## config.mk

```make
export PLATFORM = sky130hd
export DESIGN_NAME = spatz_tcdm_bank_arbiter
export DESIGN_NICKNAME = d
export VERILOG_FILES = /design/src/rtl/spatz_tcdm_pkg.sv /design/src/rtl/spatz_tcdm_rsp_tracker.sv /design/src/rtl/spatz_tcdm_bank_arbiter.sv
export SDC_FILE = /design/constraint.sdc
export NUM_CORES = 1
export LEC_CHECK = 0
export CAP_MARGIN = 20
export CELL_PAD_IN_SITES_DETAIL_PLACEMENT = 2
export CELL_PAD_IN_SITES_GLOBAL_PLACEMENT = 2
export CORE_MARGIN = 2
export CORE_UTILIZATION = 27
export DETAILED_ROUTE_END_ITERATION = 10
export PLACE_DENSITY = 0.81
export SLEW_MARGIN = 15
export SYNTH_ARGS = -nofsm -noshare
export SYNTH_HDL_FRONTEND = slang
export SYNTH_HIERARCHICAL = 1
export SYNTH_SLANG_ARGS = --single-unit
```

## constraint.sdc

```tcl
create_clock -name clk_i -period 3.5 [get_ports clk_i]
set_clock_uncertainty 0.05 [all_clocks]
set_input_delay 0.7 -clock clk_i [delete_from_list [all_inputs] [get_ports clk_i]]
set_output_delay 0.7 -clock clk_i [all_outputs]
set_load 0.01 [all_outputs]
```

## src/rtl/spatz_tcdm_pkg.sv

```systemverilog
// Shared types for the TCDM bank arbiter: FSM state, response-tracker entry,
// and the index-width helper used to size requester indices.
package spatz_tcdm_pkg;

    localparam int unsigned TrackIdxWidth = 8;

    typedef enum logic [0:0] {
        IDLE   = 1'b0,
        LOCKED = 1'b1
    } arb_state_e;

    typedef struct packed {
        logic                     valid;
        logic [TrackIdxWidth-1:0] idx;
    } rsp_track_t;

    function automatic int unsigned idx_width(input int unsigned num);
        return (num > 32'd1) ? 32'($clog2(num)) : 32'd1;
    endfunction

endpackage

```

## src/rtl/spatz_tcdm_rsp_tracker.sv

```systemverilog
// Fixed-latency shift register carrying {valid, idx} of each bank handshake
// so the read response can be routed back to the requester that issued it.
module spatz_tcdm_rsp_tracker
    import spatz_tcdm_pkg::*;
#(
    parameter int unsigned Depth = 1
) (
    input  logic       clk_i,
    input  logic       rst_ni,
    input  rsp_track_t push_i,
    output rsp_track_t pop_o
);

    rsp_track_t [Depth-1:0] stage_q;
    rsp_track_t [Depth-1:0] stage_d;

    always_comb begin : shift_next
        stage_d    = stage_q;
        stage_d[0] = push_i;
        for (int unsigned i = 1; i < Depth; i++) begin
            stage_d[i] = stage_q[i-1];
        end
    end

    always_ff @(posedge clk_i or negedge rst_ni) begin : shift_reg
        if (!rst_ni) begin
            stage_q <= '0;
        end else begin
            stage_q <= stage_d;
        end
    end

    assign pop_o = stage_q[Depth-1];

endmodule

```

## src/rtl/spatz_tcdm_bank_arbiter.sv

```systemverilog
// Shares one TCDM bank between NumInp requesters: round-robin grant with
// lock-in while the bank stalls, starvation aging, response routing, conflict count.
module spatz_tcdm_bank_arbiter
    import spatz_tcdm_pkg::*;
#(
    parameter int unsigned NumInp                = 4,
    parameter int unsigned DataWidth             = 32,
    parameter type         payload_t             = logic,
    parameter int unsigned MemoryResponseLatency = 1,
    parameter int unsigned StarveLimit           = 8,
    parameter int unsigned IdxWidth              = idx_width(NumInp)
) (
    input  logic                            clk_i,
    input  logic                            rst_ni,
    input  logic     [NumInp-1:0]           req_valid_i,
    input  payload_t [NumInp-1:0]           req_data_i,
    output logic     [NumInp-1:0]           req_ready_o,
    output logic                            mem_valid_o,
    output payload_t                        mem_data_o,
    input  logic                            mem_ready_i,
    input  logic     [DataWidth-1:0]        mem_rdata_i,
    output logic     [NumInp-1:0]           rsp_valid_o,
    output logic     [DataWidth-1:0]        rsp_data_o,
    output logic     [31:0]                 conflict_cnt_o
);

    localparam int unsigned WaitWidth = $clog2(StarveLimit + 1);
    localparam logic [WaitWidth-1:0] StarveMax = WaitWidth'(StarveLimit);
    localparam logic [IdxWidth-1:0]  LastIdx   = IdxWidth'(NumInp - 1);
    localparam logic [IdxWidth:0]    NumInpExt = (IdxWidth+1)'(NumInp);

    arb_state_e                        state_q, state_d;
    logic [IdxWidth-1:0]               rr_ptr_q, rr_ptr_d;
    logic [IdxWidth-1:0]               locked_idx_q, locked_idx_d;
    logic [NumInp-1:0][WaitWidth-1:0]  wait_cnt_q, wait_cnt_d;
    logic [31:0]                       conflict_cnt_q, conflict_cnt_d;

    logic                starved_vld, rr_vld;
    logic [IdxWidth-1:0] starved_idx, rr_idx, grant;
    logic                mem_valid_int, handshake, multi_valid;
    rsp_track_t          rsp_push, rsp_pop;

    // Starved requesters beat the rotating priority; a locked grant beats both.
    always_comb begin : grant_sel
        logic [IdxWidth:0]   sum;
        logic [IdxWidth-1:0] cand;
        starved_vld = 1'b0;
        starved_idx = '0;
        rr_vld      = 1'b0;
        rr_idx      = '0;
        sum         = '0;
        cand        = '0;
        for (int unsigned i = 0; i < NumInp; i++) begin
            if (!starved_vld && req_valid_i[i] && (wait_cnt_q[i] == StarveMax)) begin
                starved_vld = 1'b1;
                starved_idx = IdxWidth'(i);
            end
        end
        for (int unsigned k = 0; k < NumInp; k++) begin
            sum = {1'b0, rr_ptr_q} + (IdxWidth+1)'(k);
            if (sum >= NumInpExt) begin
                sum = sum - NumInpExt;
            end
            cand = sum[IdxWidth-1:0];
            if (!rr_vld && req_valid_i[cand]) begin
                rr_vld = 1'b1;
                rr_idx = cand;
            end
        end
        if (state_q == LOCKED) begin
            grant = locked_idx_q;
        end else if (starved_vld) begin
            grant = starved_idx;
        end else begin
            grant = rr_idx;
        end
    end

    assign mem_valid_int = (state_q == LOCKED) || (|req_valid_i);
    assign handshake     = mem_valid_int && mem_ready_i;

    always_ff @(posedge clk_i or negedge rst_ni) begin : state_reg
        if (!rst_ni) begin
            state_q        <= IDLE;
            rr_ptr_q       <= '0;
            locked_idx_q   <= '0;
            wait_cnt_q     <= '0;
            conflict_cnt_q <= '0;
        end else begin
            state_q        <= state_d;
            rr_ptr_q       <= rr_ptr_d;
            locked_idx_q   <= locked_idx_d;
            wait_cnt_q     <= wait_cnt_d;
            conflict_cnt_q <= conflict_cnt_d;
        end
    end

    always_comb begin : next_state
        state_d      = state_q;
        locked_idx_d = locked_idx_q;
        rr_ptr_d     = rr_ptr_q;
        unique case (state_q)
            IDLE: begin
                if (mem_valid_int && !mem_ready_i) begin
                    state_d      = LOCKED;
                    locked_idx_d = grant;
                end
            end
            LOCKED: begin
                if (mem_ready_i) begin
                    state_d = IDLE;
                end
            end
            default: state_d = IDLE;
        endcase
        if (handshake) begin
            rr_ptr_d = (grant == LastIdx) ? '0 : grant + IdxWidth'(1);
        end
    end

    always_comb begin : outputs
        req_ready_o = '0;
        mem_valid_o = 1'b0;
        mem_data_o  = '0;
        rsp_data_o  = '0;
        if (rst_ni) begin
            req_ready_o[grant] = handshake;
            mem_valid_o        = mem_valid_int;
            mem_data_o         = req_data_i[grant];
            rsp_data_o         = mem_rdata_i;
        end
    end

    // Aging: counts cycles spent waiting, cleared on grant or when valid drops.
    always_comb begin : aging_next
        wait_cnt_d = wait_cnt_q;
        for (int unsigned i = 0; i < NumInp; i++) begin
            if (!req_valid_i[i] || req_ready_o[i]) begin
                wait_cnt_d[i] = '0;
            end else if (wait_cnt_q[i] != StarveMax) begin
                wait_cnt_d[i] = wait_cnt_q[i] + WaitWidth'(1);
            end
        end
    end

    assign multi_valid = |(req_valid_i & (req_valid_i - NumInp'(1)));

    always_comb begin : conflict_next
        conflict_cnt_d = conflict_cnt_q;
        if (multi_valid && (conflict_cnt_q != 32'hFFFF_FFFF)) begin
            conflict_cnt_d = conflict_cnt_q + 32'd1;
        end
    end

    assign conflict_cnt_o = conflict_cnt_q;

    assign rsp_push.valid = handshake;
    assign rsp_push.idx   = TrackIdxWidth'(grant);

    spatz_tcdm_rsp_tracker #(
        .Depth (MemoryResponseLatency)
    ) i_rsp_tracker (
        .clk_i  (clk_i),
        .rst_ni (rst_ni),
        .push_i (rsp_push),
        .pop_o  (rsp_pop)
    );

    always_comb begin : rsp_route
        rsp_valid_o = '0;
        for (int unsigned i = 0; i < NumInp; i++) begin
            rsp_valid_o[i] = rst_ni && rsp_pop.valid && (rsp_pop.idx == TrackIdxWidth'(i));
        end
    end

    // A locked requester must hold its request until the bank accepts it.
    assert property (@(posedge clk_i) disable iff (!rst_ni)
        (state_q == LOCKED) |-> req_valid_i[locked_idx_q])
        else $error("locked requester dropped valid");

endmodule

```

After elaboration in Yosys (flattened, before gate mapping):

Index checks and enable logic that the tools add are counted.

* order comparisons: 10
* mux-type cells: 48
* eq/ne operators: 13
* $add $sub $neg: 14
* bitwise logic cells: 3
* reduce and logical (&&, ||, !) cells: 43

Operators with widths (count)
* 4-bit 2-to-1 mux: 9
* 32-bit by 1-bit adder with 32-bit output, second input constant: 1
* 32-bit 2-to-1 mux: 1
* 32-bit inequality test, second input constant: 1
* 2-bit 2-to-1 mux: 13
* 1-bit logical AND: 19
* 1-bit 2-to-1 mux: 18
* 4-bit by 1-bit adder with 4-bit output, second input constant: 4
* 4-bit equality test, second input constant: 4
* 4-bit inequality test, second input constant: 4
* 2-bit by 3-bit less-than comparator with 1-bit output, second input constant: 5
* 1-bit logical NOT: 11
* 1-bit binary-select mux with 2-bit select: 5
* 3-bit >= comparator, second input constant: 3
* 4-bit bitwise AND: 2
* 8-bit logical NOT: 1
* 2-bit nonzero test: 4
* 4-bit OR reduction: 2
* 2-bit by 1-bit subtractor with 2-bit output, second input constant: 4
* 2-bit by 2-bit adder with 3-bit output, second input constant: 2
* 2-bit equality test, second input constant: 3
* 1-bit logical OR: 5
* 4-bit by 1-bit subtractor with 4-bit output, second input constant: 1
* 2-bit by 1-bit adder with 3-bit output, second input constant: 1
* other kinds (8): 8

* logic and storage cells: 141
* register bits after elaboration: 56
* bits of input ports: 43
* output and inout port bits: 74

Logic depth before layout (Yosys ltp):

* word-level depth: 25
* gate-level depth with buffers: 13

Cells and area by module:

Netlist, hierarchy kept.

Modules (own cells, without submodules)
* spatz_tcdm_bank_arbiter: area each 3273.1 sq um, times used 1, cells an instance 347
* spatz_tcdm_rsp_tracker: area each 225.2 sq um, times used 1, cells an instance 9

Least setup slack after synthesis:

Ideal clock, no wire load.

* path type: input to output
* start point: input req_valid_i[0]
* end point: output req_ready_o[1]
* data required time: 2.750 ns
* setup slack: 0.411 ns
* stages: 9
* data arrival time: 2.339 ns
* path through: clkbuf_1 -> and4b_1 -> a21oi_1 -> o211ai_1 -> o21a_1 -> a21oi_1 -> inv_1 -> ha_1 -> and3_4

* cells in the longest elaborated chain, start to end: 22

Ends and longest elaborated chain
* start: declaration: RTL line spatz_tcdm_bank_arbiter.sv:15 `input logic [NumInp-1:0] req_valid_i,`
* branches (longest 14 deep; another with 1-bit binary-select mux with 2-bit select)
* 2-bit 2-to-1 mux *: RTL line spatz_tcdm_bank_arbiter.sv:72 `end else if (starved_vld) begin`
* 2-bit 2-to-1 mux *: RTL line spatz_tcdm_bank_arbiter.sv:70 `if (state_q == LOCKED) begin`
* net grant[0]: RTL line spatz_tcdm_bank_arbiter.sv:39 `logic [IdxWidth-1:0] starved_idx, rr_idx, grant;`
* 2-bit by 3-bit less-than comparator with 1-bit output (not written as such) / 2-bit by 1-bit >= comparator with 1-bit output (equally long branches): RTL line spatz_tcdm_bank_arbiter.sv:127 `req_ready_o[grant] = handshake;`
* 1-bit logical AND (not written as such): RTL line spatz_tcdm_bank_arbiter.sv:127
* 1-bit 2-to-1 mux (not written as such): RTL line spatz_tcdm_bank_arbiter.sv:127
* 1-bit demux with 2-bit select *: RTL line spatz_tcdm_bank_arbiter.sv:127
* 4-bit bitwise AND (no line) *
* 4-bit 2-to-1 mux *: RTL line spatz_tcdm_bank_arbiter.sv:126 `if (rst_ni) begin`
* end: declaration: RTL line spatz_tcdm_bank_arbiter.sv:17 `output logic [NumInp-1:0] req_ready_o,`

Mark *: on every way through the listed nets, which the timed path passes. The select of a mux whose other input is x is not followed.

Final worst setup path:

* start point: register wait_cnt_q[0] in the netlist's numbering
* end point: output req_ready_o[3]

* cells in the longest elaborated chain, start to end: 23

Ends and longest elaborated chain
* start: declaration: RTL line spatz_tcdm_bank_arbiter.sv:35 `logic [NumInp-1:0][WaitWidth-1:0] wait_cnt_q, wait_cnt_d;`
* start signal: assignment: RTL line spatz_tcdm_bank_arbiter.sv:93 `wait_cnt_q <= wait_cnt_d;`
* 4-bit equality test *: RTL line spatz_tcdm_bank_arbiter.sv:54 `if (!starved_vld && req_valid_i[i] && (wait_cnt_q[i] == StarveMax)) begin`
* 1-bit logical AND *: RTL line spatz_tcdm_bank_arbiter.sv:54
* 1-bit 2-to-1 mux *: RTL line spatz_tcdm_bank_arbiter.sv:54
* 1-bit logical NOT: RTL line spatz_tcdm_bank_arbiter.sv:54
* 1-bit logical AND (2 in a row): RTL line spatz_tcdm_bank_arbiter.sv:54
* 1-bit 2-to-1 mux: RTL line spatz_tcdm_bank_arbiter.sv:54
* 1-bit logical NOT: RTL line spatz_tcdm_bank_arbiter.sv:54
* 1-bit logical AND (2 in a row): RTL line spatz_tcdm_bank_arbiter.sv:54
* [6 not listed]
* 2-bit 2-to-1 mux *: RTL line spatz_tcdm_bank_arbiter.sv:70
* net grant[0]: RTL line spatz_tcdm_bank_arbiter.sv:39
* 2-bit by 3-bit less-than comparator with 1-bit output (not written as such) / 2-bit by 1-bit >= comparator with 1-bit output (equally long branches): RTL line spatz_tcdm_bank_arbiter.sv:127
* 1-bit logical AND (not written as such): RTL line spatz_tcdm_bank_arbiter.sv:127
* 1-bit 2-to-1 mux (not written as such): RTL line spatz_tcdm_bank_arbiter.sv:127
* 1-bit demux with 2-bit select *: RTL line spatz_tcdm_bank_arbiter.sv:127
* 4-bit bitwise AND (no line) *
* 4-bit 2-to-1 mux *: RTL line spatz_tcdm_bank_arbiter.sv:126

The timed path passes the listed nets; every way through them passes the cells marked *.

==> summary.md <==
| Metric | Value |
|---|---|
| Count of maximum capacitance violations | `0` |
| All-Layer GR Usage | `18.1%` |
| Drt pass-1 iters | `4` |
| Setup slack on the worst flop-to-flop path | `0.83 ns` |
| Post-detailed-routing wire length | `12100 um` |
| RD Place Congestion | `0.784` |
| Initial core utilization | `27.7%` |
| Max incr delay on CP | `0.41 ns` |
| Fin. Hold Viols | `0` |
| Largest voltage drop on the vdd net | `0.293 mV` |
| Crit path buf inv count | `3` |
| Net count of the finished layout | `570` |
| Via count of the routed design | `3242` |
| First-pass GRT wire length | `20000 um` |
| Critical path class | `reg2out` |
| Max Freq | `292 MHz` |
| Power density over the cells | `457 nW/um^2` |
| Slowest CP cell | `dfrtp_1` |
| Asr flop ratio synth | `100%` |
| Area growth from synthesis to layout | `54.1%` |
| Detailed router's first-iteration violation count | `58` |
| Layout cells sized above 1 | `16.0%` |
| Final period demand of the worst path | `3.42 ns` |
| H-tree levels | `3` |
| Die outline height | `118 um` |
| Placed wire-length estimate | `9200 um` |
| Required time reported for the critical path endpoint | `2.75 ns` |
| Endpoints failing setup | `0` |
| # DRC | `0` |
| Number of enable flip-flop cells after synthesis | `0` |
| Total Power Consumption | `0.00246 W` |
| Leading post-synthesis cells by cell area | `dfrtp_1, xnor2_1, and2_1, ha_1, xor2_1` |
| Sequential share of the synthesized area | `44.3%` |
| Antenna-violating nets left | `0` |
| Total of warnings raised by yosys | `6` |
| Clock tree from TritonCTS | `done` |
| I/O pin cnt | `117` |
| Clock latency on the worst-skew pair | `0.33 ns` |
| Number of global-route vias before repair | `3656` |
| Crit path max fanout | `4` |
| Clock slew at reported path FFs | `0.05 ns` |
| Data arrival time of the critical path | `2.67 ns` |
| GRT overflow | `0` |
| Number of buffer cells added on primary ports | `116` |
| Cell taking the most area after synthesis | `dfrtp_1` |
| Fraction of the cycle the final worst path needs | `97.8%` |
| Reg-to-Reg Start | `wait_cnt_q[8]` |
| Logic depth of the worst register-to-register path | `13` |
| Via density | `4.69` |
| CTS sink cnt | `62` |
| Outcome | `finished, final reports clean` |
| Largest delay share family, worst path | `compound AO/OA/AOI/OAI gates` |
| Final setup TNS | `0 ns` |
| Bufs on Longest Clock Path | `2` |
| Leakage | `2.36 nW` |
| Worst Tran Pin Value | `0.516 ns` |
| Combined area of all synthesized cells | `3500 um^2` |
| Terminus of the critical flop-to-flop path | `wait_cnt_q[10]` |
| Row cnt | `41` |
| Die area | `13900 um^2` |
| Count of different cell masters after synthesis | `59` |
| Startpoint type of the worst setup path | `flip-flop` |
| Library cell used as clock root buffer | `clkbuf_16` |
| Seq cells post-synth | `62` |
| Average instance area after synthesis | `9.83 um^2` |
| X dimension of the die | `118 um` |
| Kind of end point of the critical path | `output port` |
| Number of antenna violations at the first check in global routing | `0` |
| Tightest Hold Check Type | `in2async` |
| Number of instances in the synthesized netlist | `356` |
| TritonCTS buffer count | `9` |
| Largest net degree at the start of global routing | `45` |
| Max Transition Viols Final | `0` |
| Yosys top cell area share | `44.3%` |
| Worst-case headroom to the max-slew limit | `65.6%` |
| Leading register cell type out of synthesis | `dfrtp_1` |
| Area of the core region | `12600 um^2` |
| Cells along the critical path | `inv_1 -> ha_1 -> and4b_1 -> a21oi_2 -> o211ai_1 -> o21a_1 -> a21oi_2 -> inv_2 -> ha_1 -> and3_1 -> clkdlybuf4s15_2` |
| Wire length per cell after detailed routing | `17.6 um` |
| Diode insertion count for antenna repair | `0` |
cells in the mapped netlist (2+ instances only):
| cell type | instances |
|---|---|
| a21oi_1 | 7 |
| a31o_2 | 2 |
| a31oi_1 | 3 |
| and2_1 | 32 |
| and3_1 | 10 |
| and3b_1 | 3 |
| and4b_1 | 2 |
| buf_2 | 4 |
| clkbuf_1 | 8 |
| dfrtp_1 | 62 |
| ha_1 | 13 |
| inv_1 | 14 |
| mux2_2 | 5 |
| mux2i_1 | 3 |
| nand2_1 | 26 |
| nand2b_1 | 4 |
| nand3_1 | 20 |
| nand4_1 | 9 |
| nor2_1 | 31 |
| nor2b_1 | 5 |
| nor3_1 | 7 |
| nor3_2 | 2 |
| nor4_1 | 2 |
| o211ai_1 | 2 |
| o21a_1 | 2 |
| o21ai_0 | 6 |
| o21ai_1 | 2 |
| or2_1 | 2 |
| xnor2_1 | 24 |
| xor2_1 | 15 |
layer usage:
| layer | vias up | part of all wire (%) | GRT usage, % |
|---|---|---|---|
| met1 | 1592 | 41 | 21.5 |
| met2 | 117 | 52 | 32.4 |
| met4 | 0 | 0.75 | 3.39 |
| li1 | 1525 | - | - |
| met5 | - | 0 | 0 |
| met3 | 8 | 5.9 | 5.47 |
layout make-up:
class / instances / area [um^2]
fill: 1398 / 7230
clock buffer: 15 / 258
multi-input combinational: 273 / 1890
tap: 172 / 215
sequential: 62 / 1550
inverter: 14 / 52.6
timing repair buffer: 154 / 1420
clock inverter: 1 / 5.00
layout by cell type, fill, tap and decap left out, types with 3 or more instances in the layout:
cell type        Yosys  routed
a21oi_1              7       5
a31oi_1              3       3
and2_1              32      32
and3_1              10      10
and3b_1              3       3
buf_4                0      38
clkbuf_1             8       5
clkbuf_16            0       9
clkbuf_2             0       5
clkdlybuf4s50_1      0     106
conb_1               1       6
dfrtp_1             62      62
ha_1                13      13
inv_1               14      13
mux2_2               5       5
mux2i_1              3       3
nand2_1             26      26
nand2b_1             4       4
nand3_1             20      20
nand4_1              9       9
nor2_1              31      31
nor2b_1              5       5
nor3_1               7       7
o21ai_0              6       5
o21ai_1              2       3
xnor2_1             24      24
xor2_1              15      15
where the power goes:
group          internal (W)  switching, W  leakage, nW  total, W
Combinational      0.000384      0.000344         1.42  0.000728
Clock              0.000498      0.000306        0.128  0.000804
Sequential         0.000809      0.000122        0.815  0.000931
cell families (layout without fill, tap and decap cells):
family | Yosys count | after routing | share of synthesized area (%)
AOI/OAI and AO/OA | 37 | 37 | 7.87
xor gates and xnor gates | 39 | 39 | 9.76
adders and majority gates | 14 | 14 | 4.94
buffers and inverters | 26 | 184 | 2.93
DFF | 62 | 62 | 44.3
muxes | 9 | 9 | 2.79
other | 1 | 6 | 0.107
and+or+nand+nor | 168 | 168 | 27.3
through the flow:
stage / hold slack [ns] / setup slack, ns / instances / instance area (um^2) / util, %
floorplan: 0.354 / 0.411 / 361 / 3520 / -
global placement: 0.433 / -0.510 / 667 / 5070 / 40.1
detailed placement: 0.438 / -0.598 / 667 / 5070 / 40.1
CTS: 0.253 / -0.00818 / 685 / 5370 / 42.5
global route: 0.270 / -0.0576 / 691 / 5390 / 42.7
finish: 0.256 / 0.0774 / 691 / 5390 / 42.7
registers in the layout (all words and copies together) (netlist names):
name,count
state_q,1
i_rsp_tracker/pop_o,9
conflict_cnt_o,32
wait_cnt_q,16
rr_ptr_q,2
locked_idx_q,2
worst max-delay path by stage:
| stage | start | end | depth (start not counted) |
|---|---|---|---|
| finish | wait_cnt_q[0] | req_ready_o[3] | 11 |
| global route | wait_cnt_q[0] | req_ready_o[3] | 11 |
| CTS | wait_cnt_q[12] | req_ready_o[0] | 11 |
| detailed placement | req_valid_i[2] | req_ready_o[2] | 11 |
| global placement | req_valid_i[2] | req_ready_o[0] | 11 |
| floorplan | req_valid_i[0] | req_ready_o[1] | 9 |
timing repair:
action                                  CTS  global route
pin swaps                                 2             4
resized for setup                        23             9
endpoints found under the setup margin    6             5
buffers inserted                          2             6
hold buffers                              0             0
Note: power is estimated with default switching activity, not from simulation.
